==> src/rtl/mem_access_pkg.sv <==
// Shared definitions for the load/store front-end: opcodes, FSM states,
// access sizes and opcode decode helpers.
// No ports (package).
package mem_access_pkg;

  localparam logic [2:0] OP_LB  = 3'd0;
  localparam logic [2:0] OP_LH  = 3'd1;
  localparam logic [2:0] OP_LW  = 3'd2;
  localparam logic [2:0] OP_LBU = 3'd3;
  localparam logic [2:0] OP_LHU = 3'd4;
  localparam logic [2:0] OP_SB  = 3'd5;
  localparam logic [2:0] OP_SH  = 3'd6;
  localparam logic [2:0] OP_SW  = 3'd7;

  typedef enum logic [2:0] {
    ST_IDLE,
    ST_LOAD,
    ST_STORE,
    ST_RMW_RD,
    ST_RMW_WR,
    ST_RESP
  } state_t;

  typedef enum logic [1:0] {
    SZ_B,
    SZ_H,
    SZ_W
  } size_t;

  function automatic logic is_load(input logic [2:0] op);
    return (op <= OP_LHU);
  endfunction

  function automatic logic is_store(input logic [2:0] op);
    return (op >= OP_SB);
  endfunction

  function automatic size_t op_size(input logic [2:0] op);
    case (op)
      OP_LB, OP_LBU, OP_SB: return SZ_B;
      OP_LH, OP_LHU, OP_SH: return SZ_H;
      default:              return SZ_W;
    endcase
  endfunction

endpackage

==> src/rtl/mau_lane_merge.sv <==
// Purpose: insert a byte or halfword into a 32-bit word (little-endian lanes).
// Latency: combinational, zero cycles.
// Backpressure: none; pure function of its inputs.
// Ports: i_word (original word), i_data (new lane data in low bits),
//        i_off (byte offset), i_size (lane width), o_word (merged word).
module mau_lane_merge
  import mem_access_pkg::*;
(
  input  logic [31:0] i_word,
  input  logic [15:0] i_data,
  input  logic [1:0]  i_off,
  input  size_t       i_size,
  output logic [31:0] o_word
);

  always_comb begin
    o_word = i_word;
    case (i_size)
      SZ_B: begin
        case (i_off)
          2'd0:    o_word[7:0]   = i_data[7:0];
          2'd1:    o_word[15:8]  = i_data[7:0];
          2'd2:    o_word[23:16] = i_data[7:0];
          default: o_word[31:24] = i_data[7:0];
        endcase
      end
      SZ_H: begin
        // Halfwords are 2-byte aligned, so only off[1] selects the lane.
        if (i_off[1]) o_word[31:16] = i_data;
        else          o_word[15:0]  = i_data;
      end
      default: ;
    endcase
  end

endmodule

==> src/rtl/mem_access_unit.sv <==
// Purpose: byte-addressed load/store front-end onto word-indexed data_mem.
// Latency: accept->resp_valid 2 cycles (loads, SW), 3 (SB/SH), 1 (errors).
// Backpressure: one request outstanding; req_ready low until response taken.
// Ports: i_clk/i_reset; request i_req_valid/o_req_ready/i_req_op/i_req_addr/
//        i_req_wdata; response o_resp_valid/i_resp_ready/o_resp_rdata/
//        o_resp_err; memory o_mem_read/o_mem_write/o_mem_addr/o_mem_wdata/
//        i_mem_rdata.
module mem_access_unit
  import mem_access_pkg::*;
#(
  parameter int MEM_WORDS = 1024,
  parameter int WADDR_W   = 10
) (
  input  logic        i_clk,
  input  logic        i_reset,
  input  logic        i_req_valid,
  output logic        o_req_ready,
  input  logic [2:0]  i_req_op,
  input  logic [31:0] i_req_addr,
  input  logic [31:0] i_req_wdata,
  output logic        o_resp_valid,
  input  logic        i_resp_ready,
  output logic [31:0] o_resp_rdata,
  output logic        o_resp_err,
  output logic        o_mem_read,
  output logic        o_mem_write,
  output logic [31:0] o_mem_addr,
  output logic [31:0] o_mem_wdata,
  input  logic [31:0] i_mem_rdata
);

  localparam logic [32:0] BYTE_LIMIT = 33'(4 * MEM_WORDS);

  state_t             r_state, w_next;
  logic [2:0]         r_op;
  logic [WADDR_W+1:0] r_addr;
  logic [31:0]        r_wdata, r_merge, r_rdata;
  logic               r_err;

  size_t       w_req_size;
  logic        w_bad;
  logic [7:0]  w_byte;
  logic [15:0] w_half;
  logic [31:0] w_load_val, w_merged;

  // Request checks look at the live request; they only matter in IDLE.
  always_comb begin
    w_req_size = op_size(i_req_op);
    w_bad      = ({1'b0, i_req_addr} >= BYTE_LIMIT)
               || ((w_req_size == SZ_H) && i_req_addr[0])
               || ((w_req_size == SZ_W) && (i_req_addr[1:0] != 2'b00));
  end

  always_comb begin
    w_next = r_state;
    case (r_state)
      ST_IDLE: begin
        if (i_req_valid) begin
          if (w_bad)                   w_next = ST_RESP;
          else if (is_load(i_req_op))  w_next = ST_LOAD;
          else if (is_store(i_req_op) && (w_req_size == SZ_W))
                                       w_next = ST_STORE;
          else                         w_next = ST_RMW_RD;
        end
      end
      ST_LOAD, ST_STORE, ST_RMW_WR: w_next = ST_RESP;
      ST_RMW_RD:                    w_next = ST_RMW_WR;
      ST_RESP: if (i_resp_ready)    w_next = ST_IDLE;
      default:                      w_next = ST_IDLE;
    endcase
  end

  // Load lane extraction from the live memory read data.
  always_comb begin
    case (r_addr[1:0])
      2'd0:    w_byte = i_mem_rdata[7:0];
      2'd1:    w_byte = i_mem_rdata[15:8];
      2'd2:    w_byte = i_mem_rdata[23:16];
      default: w_byte = i_mem_rdata[31:24];
    endcase
    w_half = r_addr[1] ? i_mem_rdata[31:16] : i_mem_rdata[15:0];
    case (r_op)
      OP_LB:   w_load_val = {{24{w_byte[7]}}, w_byte};
      OP_LH:   w_load_val = {{16{w_half[15]}}, w_half};
      OP_LBU:  w_load_val = {24'd0, w_byte};
      OP_LHU:  w_load_val = {16'd0, w_half};
      default: w_load_val = i_mem_rdata;
    endcase
  end

  mau_lane_merge u_merge (
    .i_word (r_merge),
    .i_data (r_wdata[15:0]),
    .i_off  (r_addr[1:0]),
    .i_size (op_size(r_op)),
    .o_word (w_merged)
  );

  always_ff @(posedge i_clk or posedge i_reset) begin
    if (i_reset) begin
      r_state <= ST_IDLE;
      r_op    <= OP_LB;
      r_addr  <= '0;
      r_wdata <= '0;
      r_merge <= '0;
      r_rdata <= '0;
      r_err   <= 1'b0;
    end else begin
      r_state <= w_next;
      case (r_state)
        ST_IDLE: begin
          if (i_req_valid) begin
            r_op    <= i_req_op;
            r_addr  <= i_req_addr[WADDR_W+1:0];
            r_wdata <= i_req_wdata;
            r_err   <= w_bad;
            r_rdata <= '0;
          end
        end
        ST_LOAD:   r_rdata <= w_load_val;
        ST_RMW_RD: r_merge <= i_mem_rdata;
        default: ;
      endcase
    end
  end

  // Memory strobes come from the state register alone, so reset kills a
  // pending write asynchronously and req_* never reaches mem_* in one cycle.
  always_comb begin
    o_req_ready  = (r_state == ST_IDLE);
    o_resp_valid = (r_state == ST_RESP);
    o_resp_rdata = r_rdata;
    o_resp_err   = r_err;
    o_mem_read   = (r_state == ST_LOAD) || (r_state == ST_RMW_RD);
    o_mem_write  = (r_state == ST_STORE) || (r_state == ST_RMW_WR);
    o_mem_addr   = {{(32 - WADDR_W){1'b0}}, r_addr[WADDR_W+1:2]};
    o_mem_wdata  = '0;
    if (r_state == ST_STORE)  o_mem_wdata = r_wdata;
    if (r_state == ST_RMW_WR) o_mem_wdata = w_merged;
  end

endmodule
==> config.mk <==
export PLATFORM = sky130hd
export DESIGN_NAME = mem_access_unit
export DESIGN_NICKNAME = d
export VERILOG_FILES = /design/src/rtl/mem_access_pkg.sv /design/src/rtl/mau_lane_merge.sv /design/src/rtl/mem_access_unit.sv
export SDC_FILE = /design/constraint.sdc
export NUM_CORES = 1
export LEC_CHECK = 0
export CAP_MARGIN = 25
export CORE_UTILIZATION = 30
export DETAILED_ROUTE_END_ITERATION = 7
export HOLD_SLACK_MARGIN = 0.05
export MAX_ROUTING_LAYER = met4
export SYNTH_ARGS = -nofsm -noshare
export SYNTH_HDL_FRONTEND = slang
export SYNTH_SLANG_ARGS = --single-unit
==> constraint.sdc <==
create_clock -name i_clk -period 7.55 [get_ports i_clk]
set_input_delay 2.265 -clock i_clk [delete_from_list [all_inputs] [get_ports i_clk]]
set_output_delay 2.265 -clock i_clk [all_outputs]
set_load 0.05 [all_outputs]
==> results list <==
- The run finished with clean final reports.
- Total Wirelength: about 21000 microns
- Top area cells in the synthesized netlist: sky130_fd_sc_hd__dfrtp_1 45%, sky130_fd_sc_hd__mux2_2 6.2%, sky130_fd_sc_hd__mux2_4 4.5%
- During synthesis, Yosys emitted a total of 0 warnings.
- Critical path peak fanout: 29
- Period minus WS final: 6.01 ns
- The worst path meets setup with approximately 1.5 ns of slack.
- After synthesis, flip-flops and latches occupy roughly 45% of the total area.
* Top-level I/O count: just over 200
* HPWL after DPL: between 15000 and 20000 microns
- Sink Count: approximately 120
- Number of diodes added for antenna fixing: 0
* Gate family responsible for the most delay along the worst path: compound AO/OA/AOI/OAI gates
- In this run, synthesis inferred 0 flip-flops with an integrated enable.
* Floorplan row count: 53
- Setup violations remaining at the end of the flow were counted as 0.
* VDD IR-drop max: 0.000173 V
- Post-CTS resize count: 0
* Global route overflow: 0
- Detail-routed net length per standard cell: just over 20 microns
- Clock tree from TritonCTS: built
- Post-DR vias/cell: 5.16
- Dividing total power by cell area gives a power density of roughly 440 mW/mm^2.
- The path class of the tightest hold or removal check is reg2reg.
* Number of pins with negative max-slew slack in the final report: 0
- Each instance of the synthesized netlist takes up on average approximately 11 sq um.
- STA puts the critical path data required time at around 5.3 ns.
- The critical path in this run is classified as reg2out.
* Worst-skew pair later-pin latency: around 0.42 ns
- Hold WS: ~0.48 ns
- The number of setup buffers added after CTS is 0.
- Die X-Extent: about 150 microns
* Biggest area consumer among synthesized cells: sky130_fd_sc_hd__dfrtp_1
* Slowest stage delay, CP: a little over 0.8 ns
- Count of cell types in the netlist: just over 60
* Maximum clock frequency: 0.166 GHz
- Ranked by instance count, the synthesized netlist is headed by 115 x sky130_fd_sc_hd__dfrtp_1, 42 x sky130_fd_sc_hd__nand2_1, 35 x sky130_fd_sc_hd__buf_4, 35 x sky130_fd_sc_hd__mux2_2, 25 x sky130_fd_sc_hd__a221o_1.
- Clock root buffer: sky130_fd_sc_hd__clkbuf_16
- Starting density of the core: between 30% and 40%
* Number of DRC markers after the initial detailed-route iteration: 407
- For the pin with the worst max-slew slack, the measured transition is between 0.9 and 1 ns.
- Cells with a size suffix above 1 make up between 10% and 20% of the layout.
* Via count of the first global-routing pass: between 5000 and 6000
* Top-area cell type share of the netlist area: between 40% and 50%
- Quantity of hold-fixing buffers added after cts: 0
- The final critical path takes up roughly four fifths of the cycle.
* Worst slew slack as a fraction of its limit: between 30% and 40%
- Static leakage: approximately 0.0036 uW
* Port buffer count: ~180
- Gate Count Post-Synth: 592
- Final cell count without fillers: around 1000
* CTS H-tree lvls: 4
* Core area: roughly 0.021 sq mm
* Number of vias after detailed routing: ~5400
* Data arrival at the endpoint of the critical path: about 3.7 ns
- Post-detailed-route DRC marker count: 0
- Synthesis-to-layout area growth: 38.9%
- Share of flip-flops with an asynchronous set or reset after synthesis: 100%
- sky130_fd_sc_hd__dfrtp_1 is the most common cell in the netlist.
- Clock transition at the registers of the reported paths: about 0.06 ns
* Final layout net count: 855
- Summing every instance area after synthesis gives between 0.006 and 0.007 sq mm.
- Worst setup slack after placement: between 2 and 2.5 ns
* Remaining antenna violation count: 0
- Endpoint class of the critical path: primary output
- In the global route stage, overall resource usage came out at between 20% and 30%.
* Final setup skew: ~0.0089 ns
- Largest net degree at the start of global routing: between 60 and 70
* Final Util: a little over two fifths
- Final hold violation count: 0
* Global-route wire length before repair: 31800 microns
- Number of antenna violations at the first check in global routing: 0
- RSZ-0062 raised after global routing: no
- Placed Instances: between 1000 and 1500
* Placer congestion estimate: 0.838
* Chip Height: approximately 150 microns
- The slowest stage of the critical path is the sky130_fd_sc_hd__clkdlybuf4s50_1 cell.
* Bufs on Longest Clock Path: 2
* Number of buffers created by CTS: 17
- Setup TNS: 0 ns
* Number of buffers and inverters on the critical path: 1
* Max-cap violation count: 0
- The die covers between 0.02 and 0.025 sq mm.
- After synthesis the netlist holds a flip-flop and latch count of between 100 and 150.
* List of cells traversed by the critical path: xnor2_2, nand2_1, a21oi_1, a221o_1, clkdlybuf4s50_1
* Flip-flop cell with the highest count after synthesis: sky130_fd_sc_hd__dfrtp_1
* Number of iterations in the first detailed-routing pass: 7
* Crit path launch type: flip-flop
[worst paths after layout]
path | from | slack [ns] | end | depth (start not counted)
max | r_op[0]$_DFFE_PP0P_ | 1.54 | o_mem_wdata[8] | 5
min | o_resp_rdata[19]$_DFFE_PP0P_ | 0.48 | o_resp_rdata[19]$_DFFE_PP0P_ | 2
max reg2reg | r_state[1]$_DFFE_PP0P_ | 5.14 | r_addr[10]$_DFFE_PP0P_ | 6
min reg2reg | o_resp_rdata[19]$_DFFE_PP0P_ | 0.48 | o_resp_rdata[19]$_DFFE_PP0P_ | 2
max in group asynchronous | i_reset | 4.00 | o_resp_rdata[21]$_DFFE_PP0P_ | 3
min in group asynchronous | i_reset | 2.36 | r_merge[6]$_DFFE_PP0N_ | 2
[power by group]
| group | switching (uW) | total [uW] | internal, uW |
|---|---|---|---|
| combinational | 1200 | 1920 | 721 |
| sequential | 248 | 1080 | 832 |
| clock | 327 | 865 | 538 |
| total | 1780 | 3870 | 2090 |
[final cells by class]
cell class | count | area [sq um]
sequential | 115 | 2880
fill | 2048 | 12100
inverter | 15 | 58.8
tap | 275 | 344
clock buffer | 18 | 439
multi-input combinational | 415 | 3100
clock inverter | 14 | 186
timing repair buffer | 188 | 1890
[tightest hold or removal path: cells and delay by family (launching register included)]
kind,cells,cell delay [ns]
compound gates,1,0.06
flops,1,0.34
simple gates,1,0.04
[sequential cells by signal (all words and copies together), names as in the netlist]
signal,cells
r_op,3
r_state,3
o_resp_rdata,32
r_wdata,32
r_addr,12
r_merge,32
o_resp_err,1
[cells in the final DEF (no fill, tap or decap), types with 9 or more instances in the layout]
master,netlist,routed
sky130_fd_sc_hd__mux2_2,35,35
sky130_fd_sc_hd__mux2i_1,12,12
sky130_fd_sc_hd__mux2_1,23,23
sky130_fd_sc_hd__a211oi_1,11,11
sky130_fd_sc_hd__mux2_4,19,19
sky130_fd_sc_hd__clkbuf_16,0,17
sky130_fd_sc_hd__o22ai_1,10,10
sky130_fd_sc_hd__nor2_1,21,21
sky130_fd_sc_hd__nand2_1,42,41
sky130_fd_sc_hd__a22o_1,9,9
sky130_fd_sc_hd__a21oi_1,23,23
sky130_fd_sc_hd__inv_1,11,10
sky130_fd_sc_hd__nor2b_1,15,15
sky130_fd_sc_hd__o21ai_0,18,17
sky130_fd_sc_hd__conb_1,1,22
sky130_fd_sc_hd__clkdlybuf4s50_1,0,181
sky130_fd_sc_hd__nand3_1,19,19
sky130_fd_sc_hd__o21ai_1,19,19
sky130_fd_sc_hd__dfrtp_1,115,115
sky130_fd_sc_hd__a221o_1,25,25
sky130_fd_sc_hd__o211ai_1,9,9
[metrics by stage]
stage,cell area [sq um],power [uW]
floorplan,6480,2410
global placement,8230,2980
detailed placement,8240,3000
CTS,8870,3870
global route,8890,4060
finish,8890,3870
[routing by layer]
layer	vias to the layer above	part of all wire, %	GRT usage (%)
li1	2477	-	-
met5	-	0	-
met3	29	5.3	3.44
met1	2656	44	26.2
met2	209	48	31.4
met4	0	2.1	7.11
[kinds of logic (layout without fill, tap and decap cells)]
logic type | count (synthesis) | in the layout | synth area share [%]
buffers and inverters | 83 | 235 | 7.99
AOI/OAI and AO/OA | 165 | 165 | 18.8
and+or+nand+nor | 136 | 136 | 10.9
xor gates and xnor gates | 2 | 2 | 0.391
DFF | 115 | 115 | 44.9
muxes | 90 | 90 | 16.9
other | 1 | 22 | 0.0586
(Power assumes the default switching activity.)
